===== src/rtl/xbus_master_bridge.sv =====
// Initiator end of the xbus link: serializes a 128-bit bus request into 24-bit words and collects the response.
// Optional response timeout is built when XBM_TIMEOUT_EN is defined.
module xbus_master_bridge #(
  parameter int TIMEOUT = 4095,
  parameter int LANES   = 8
) (
  input  logic         clk_i,
  input  logic         rst_i,
  input  logic         cyc_i,
  input  logic         stb_i,
  input  logic         we_i,
  input  logic [15:0]  sel_i,
  input  logic [31:0]  adr_i,
  input  logic [127:0] dat_i,
  output logic         ack_o,
  output logic         err_o,
  output logic [127:0] dat_o,
  output logic [23:0]  xb_dat_o,
  input  logic [23:0]  xb_dat_i
);

  typedef enum logic [2:0] {
    IDLE,
    SADRL,
    SADRH,
    SDAT,
    SCTRL,
    WAIT_RESP,
    ACKED
  } state_e;

  state_e       state_q, state_d;
  logic         we_q, we_d;
  logic [15:0]  sel_q, sel_d;
  logic [31:0]  adr_q, adr_d;
  logic [127:0] datW_q, datW_d;
  logic [2:0]   lane_q, lane_d;
  logic [127:0] rxData_q, rxData_d;
  logic [127:0] datO_q, datO_d;
  logic         ack_q, ack_d;
  logic [23:0]  xbDat_q, xbDat_d;

`ifdef XBM_TIMEOUT_EN
  logic [15:0]  count_q, count_d;
  logic         err_q, err_d;
`endif

  logic [LANES-1:0] laneAct;
  logic [2:0]       firstLane;
  logic [2:0]       nextLane;
  logic             hasNext;
  logic             reqActive;
  logic             rxDone;
  logic             unusedRx;

  assign reqActive = cyc_i & stb_i;
  assign rxDone    = (xb_dat_i[23:20] == 4'h3) && (xb_dat_i[18:17] == 2'b11);
  assign unusedRx  = ^{xb_dat_i[19], xb_dat_i[16]};

  function automatic logic [23:0] dataWord(input logic [2:0] k, input logic [127:0] d);
    return {1'b1, k, 4'h0, d[{k, 4'b0000} +: 16]};
  endfunction

  // Lowest active lane overall and lowest active lane above the one just sent.
  always_comb begin
    laneAct   = '0;
    firstLane = '0;
    nextLane  = '0;
    hasNext   = 1'b0;
    for (int i = LANES - 1; i >= 0; i--) begin
      laneAct[i] = |sel_q[2*i +: 2];
      if (laneAct[i]) firstLane = 3'(i);
      if (laneAct[i] && (i > int'(lane_q))) begin
        nextLane = 3'(i);
        hasNext  = 1'b1;
      end
    end
  end

  always_comb begin
    state_d  = state_q;
    we_d     = we_q;
    sel_d    = sel_q;
    adr_d    = adr_q;
    datW_d   = datW_q;
    lane_d   = lane_q;
    rxData_d = rxData_q;
    datO_d   = datO_q;
    ack_d    = 1'b0;
    xbDat_d  = 24'h0;
`ifdef XBM_TIMEOUT_EN
    count_d  = count_q;
    err_d    = 1'b0;
`endif

    case (state_q)
      IDLE: begin
        if (reqActive) begin
          we_d    = we_i;
          sel_d   = sel_i;
          adr_d   = adr_i;
          if (we_i) datW_d = dat_i;
          xbDat_d = {4'h1, adr_i[19:0]};
          state_d = SADRL;
        end
      end
      SADRL: begin
        if (!cyc_i) begin
          state_d = IDLE;
        end else begin
          xbDat_d = {4'h2, 8'h00, adr_q[31:20]};
          state_d = SADRH;
        end
      end
      SADRH: begin
        if (!cyc_i) begin
          state_d = IDLE;
        end else if (we_q && (|sel_q)) begin
          lane_d  = firstLane;
          xbDat_d = dataWord(firstLane, datW_q);
          state_d = SDAT;
        end else begin
          xbDat_d = {4'h3, we_q, 1'b1, 2'b00, sel_q};
          state_d = SCTRL;
        end
      end
      SDAT: begin
        if (!cyc_i) begin
          state_d = IDLE;
        end else if (hasNext) begin
          lane_d  = nextLane;
          xbDat_d = dataWord(nextLane, datW_q);
        end else begin
          xbDat_d = {4'h3, we_q, 1'b1, 2'b00, sel_q};
          state_d = SCTRL;
        end
      end
      SCTRL: begin
        rxData_d = '0;
`ifdef XBM_TIMEOUT_EN
        count_d  = '0;
`endif
        state_d  = WAIT_RESP;
      end
      WAIT_RESP: begin
`ifdef XBM_TIMEOUT_EN
        count_d = count_q + 16'd1;
`endif
        if (xb_dat_i[23]) begin
          rxData_d[{xb_dat_i[22:20], 4'b0000} +: 16] = xb_dat_i[15:0];
        end
        // A withdrawn request still consumes the response, but completes silently.
        if (rxDone) begin
          if (reqActive) begin
            ack_d   = 1'b1;
            if (!we_q) datO_d = rxData_q;
            state_d = ACKED;
          end else begin
            state_d = IDLE;
          end
        end
`ifdef XBM_TIMEOUT_EN
        else if (count_d == 16'(TIMEOUT)) begin
          err_d   = 1'b1;
          state_d = ACKED;
        end
`endif
      end
      ACKED: begin
        if (!reqActive) state_d = IDLE;
      end
      default: state_d = IDLE;
    endcase
  end

  always_ff @(posedge clk_i) begin
    if (rst_i) begin
      state_q  <= IDLE;
      we_q     <= 1'b0;
      sel_q    <= '0;
      adr_q    <= '0;
      datW_q   <= '0;
      lane_q   <= '0;
      rxData_q <= '0;
      datO_q   <= '0;
      ack_q    <= 1'b0;
      xbDat_q  <= '0;
`ifdef XBM_TIMEOUT_EN
      count_q  <= '0;
      err_q    <= 1'b0;
`endif
    end else begin
      state_q  <= state_d;
      we_q     <= we_d;
      sel_q    <= sel_d;
      adr_q    <= adr_d;
      datW_q   <= datW_d;
      lane_q   <= lane_d;
      rxData_q <= rxData_d;
      datO_q   <= datO_d;
      ack_q    <= ack_d;
      xbDat_q  <= xbDat_d;
`ifdef XBM_TIMEOUT_EN
      count_q  <= count_d;
      err_q    <= err_d;
`endif
    end
  end

  assign ack_o    = ack_q;
  assign dat_o    = datO_q;
  assign xb_dat_o = xbDat_q;

`ifdef XBM_TIMEOUT_EN
  assign err_o = err_q;
`else
  localparam int unusedTimeout = TIMEOUT;
  assign err_o = 1'b0;
`endif

endmodule


===== config.mk =====
export PLATFORM = sky130hd
export DESIGN_NAME = xbus_master_bridge
export DESIGN_NICKNAME = d
export VERILOG_FILES = /design/src/rtl/xbus_master_bridge.sv
export SDC_FILE = /design/constraint.sdc
export NUM_CORES = 1
export LEC_CHECK = 0
export BUFFER_PORTS_ARGS = -buffer_cell sky130_fd_sc_hd__clkbuf_2
export CAP_MARGIN = 20
export CELL_PAD_IN_SITES_DETAIL_PLACEMENT = 0
export CELL_PAD_IN_SITES_GLOBAL_PLACEMENT = 2
export CORE_ASPECT_RATIO = 0.6
export CORE_MARGIN = 2
export CORE_UTILIZATION = 32
export DETAILED_ROUTE_END_ITERATION = 8
export MAX_ROUTING_LAYER = met4
export PLACE_DENSITY_LB_ADDON = 0.12
export SLEW_MARGIN = 20
export SYNTH_ARGS = -nofsm -noshare
export SYNTH_HDL_FRONTEND = slang
export SYNTH_SLANG_ARGS = --single-unit

===== constraint.sdc =====
create_clock -name clk_i -period 3.5 [get_ports clk_i]
set_clock_uncertainty 0.15 [all_clocks]
set_input_delay 0 -clock clk_i [delete_from_list [all_inputs] [get_ports clk_i]]
set_output_delay 0 -clock clk_i [all_outputs]
set_load 0.02 [all_outputs]

==> metrics.md <==
| Metric | Value |
|---|---|
| Status | `complete, no violations` |
| Synth unique cells | `between 70 and 80` |
| Starting DRT DRC Count | `between 1000 and 1500` |
| Mapped Avg Cell Area | `between 8 and 9 µm²` |
| Routed wire per std cell | `between 20 and 25 µm` |
| Relative slew slack | `0.229` |
| Synth warnings | `0` |
| Clock transition at path regs | `roughly 70 ps` |
| Hold WC Path Type | `in2reg` |
| Final core utilization | `0.448` |
| Final nets | `around 3000` |
| Reg2reg setup slack | `3 ps` |
| Final antenna-violating net count | `0` |
| Worst r2r src | `state_q[1]$_SDFFE_PP0P_` |
| Post-synthesis simple-gate area fraction | `0.197` |
| Worst-Margin Slew | `1130 ps` |
| Startpoint Class | `flop` |
| Critical Path AT | `~3900 ps` |
| Die height | `roughly 190 µm` |
| Synthesized Nets | `roughly 2400` |
| Min-Delay Endpoint | `rxData_q[4]$_SDFFE_PP0P_` |
| First-pass GRT wire length | `112000 µm` |
| Num CTS Buffers | `46` |
| Hold Crit Start | `xb_dat_i[21]` |
| Xor/xnor share of the synthesized area | `0` |
| Antenna cells | `0` |
| Min Tclk post-route | `approximately 3500 ps` |
| Row count | `67` |
| Setup-failing EPs final | `0` |
| Tot GR Track Use | `0.259` |
| CTS root buffer | `clkbuf_16` |
| Initial antenna violation count | `6` |
| P&R area growth vs syn | `38.5%` |
| CP Max Fanout | `10` |
| Hold path depth | `5` |
| Vias in the first global route | `between 15000 and 20000` |
| CTS tree | `yes` |
| EDFF count, synth | `0` |
| Core Box Area | `between 50000 and 60000 µm²` |
| Post-synth ARST share | `0` |
| Worst path required time | `~3900 ps` |
| FMAX | `286 MHz` |
| Worst reg-to-reg path cell count | `7` |
| Dpl ws | `203 ps` |
| Die W | `about 310 µm` |
| Clock latency on the worst-skew pair | `~570 ps` |
| Die ar. | `roughly 60000 µm²` |
| Most used DFF post-synth | `dfxtp_1` |
| Crit end category | `flop` |
| Yosys reg bits | `444` |
| Mux cell area share after synthesis | `0.0627` |
| Pleak | `between 9 and 10 nW` |
| Pwr dens | `around 560 nW/µm²` |
| Share of the synthesized area in the top cell type | `0.491` |
| Total Wirelength | `~76000 µm` |
| Capturing point of the worst reg2reg path | `xb_dat_o[5]$_SDFF_PP0_` |
| First-pass DRT Iterations | `6` |
| CTS Sinks | `444` |
| Most frequent cell after synthesis | `nand2_1` |
| Seq/Total Area, Yosys | `0.491` |
| Max clock buf depth | `3` |
| TNS Setup | `0 ps` |
| Cell taking the most area after synthesis | `dfxtp_1` |
| Post-synth top cells | `nand2_1 (611), dfxtp_1 (444), a21oi_1 (313), nor2_1 (195), clkbuf_1 (131)` |
| Layout cells sized above 1 | `0.193` |
| Fillers | `~5600` |
| RSZ-0062 raised after global routing | `no` |
| I/O Pins | `around 360` |
| H-tree Lvls | `2` |
| Compound-gate portion of the synthesized area | `0.201` |
| Routability cong. | `roughly 0.94` |
| Port buffer count | `355` |
| VDD IR-drop max | `slightly above 300 µV` |
| Drt via density | `about 5.1` |
| Final worst path period share | `0.999` |
| Mapped cell area | `~18000 µm²` |
| Total of max-cap violations | `0` |
| Pwr Total | `0.0139 W` |
| Main combinational cell family by area after synthesis | `compound AO/OA/AOI/OAI gates` |
| Drt drc | `0` |
| Final hold vios | `0` |
| Largest net degree at the start of global routing | `129` |
| Final setup margin | `around 2.9 ps` |
| Max Slew Vio Count | `0` |
| Vias | `between 15000 and 20000` |
| Adder-Cell Fraction of Synth Area | `0.00207` |
| Starting Density | `0.324` |
| Area contributors post-synth | `dfxtp_1 (49%), nand2_1 (13%), a21oi_1 (8.6%), a22oi_1 (5.4%), nor2_1 (4.0%)` |
| Cells after Synth | `roughly 2200` |
| Post-detail-place hpwl | `approximately 53000 µm` |
| Crit path kind | `reg2reg` |
| Total global routing overflow | `0` |
==> power by group <==
group / switching [W] / internal, W
registers: 0.000238 / 0.00522
clock network: 0.00215 / 0.00298
logic: 0.00207 / 0.00126
==> cell type report <==
cell class	count	area, µm²	share of cell area
clock buffer	67	1390	0.0555
multi-input combinational	1550	8470	0.338
tap	759	950	0.0379
inverter	6	22.5	0.000898
timing repair buffer	699	5190	0.207
clock inverter	13	170	0.00679
sequential	444	8890	0.354
==> worst max-delay path by stage <==
stage / startpoint / to / slack, ps / cells past startpoint
final: state_q[1]$_SDFFE_PP0P_ / xb_dat_o[5]$_SDFF_PP0_ / 3 / 7
after global routing: state_q[2]$_SDFFE_PP0P_ / rxData_q[125]$_SDFFE_PP0P_ / 20 / 7
after CTS: state_q[1]$_SDFFE_PP0P_ / xb_dat_o[4]$_SDFF_PP0_ / 170 / 7
after detailed placement: state_q[1]$_SDFFE_PP0P_ / xb_dat_o[4]$_SDFF_PP0_ / 200 / 7
after global placement: state_q[1]$_SDFFE_PP0P_ / xb_dat_o[4]$_SDFF_PP0_ / 8 / 7
after floorplan: sel_q[15]$_SDFFE_PP0P_ / xb_dat_o[3]$_SDFF_PP0_ / 870 / 7
==> flip-flops by register name, summed over array words and instances (netlist names) <==
signal    flops
ack_o         1
adr_q        12
datW_q      128
dat_o       128
lane_q        3
rxData_q    128
sel_q        16
state_q       3
we_q          1
xb_dat_o     24
==> cell families after synthesis <==
kind of cell	after synthesis
compound gates	581
fa+ha+maj	3
buf+inv	189
flops	444
mux	77
other cells	1
simple gates	888
==> metrics by stage <==
step	area, µm²	hold WS (ps)	cells
floorplan	18100	-14.0	2183
global placement	20600	77.0	3166
detailed placement	20600	81.8	3166
CTS	25100	2.29	3538
global route	25100	34.0	3538
finish	25100	34.2	3538
==> critical path, stage by stage (launching register included) <==
cell       delay, ps
dfxtp_1          490
nor2b_1          320
and2_1           390
nand3b_1         430
nor2_1           200
o221ai_1         230
a2111oi_0       1030
or4_1            210
==> layout by cell type (no fill, tap or decap), types with 8 or more instances in the layout <==
| master | count |
|---|---|
| mux4_2 | 19 |
| or4_1 | 8 |
| nand2b_1 | 10 |
| clkbuf_8 | 14 |
| mux2_2 | 8 |
| and3_1 | 11 |
| dlygate4sd3_1 | 292 |
| a21boi_0 | 8 |
| a222oi_1 | 12 |
| mux2i_1 | 41 |
| dfxtp_1 | 444 |
| and2_1 | 10 |
| a22o_1 | 8 |
| a21oi_1 | 313 |
| a22oi_1 | 130 |
| buf_4 | 45 |
| a211oi_1 | 9 |
| o21ai_0 | 24 |
| nor2_1 | 195 |
| clkbuf_16 | 47 |
| clkbuf_2 | 354 |
| o221ai_1 | 9 |
| nand2_1 | 610 |
==> layer usage <==
layer	up-vias	share of wire	track usage
met1	8706	0.52	0.396
met2	591	0.38	0.331
met3	79	0.086	0.0767
li1	8673	-	-
met4	0	0.015	0.0452
met5	-	0	-
==> timing repair <==
item                                   CTS  global route
setup endpoints to repair                0             2
hold buffers                           292             0
buffers inserted                         0             0
endpoints found under the hold margin  318             0
resized for setup                        0             3
Note: power is estimated with default switching activity, not from simulation.
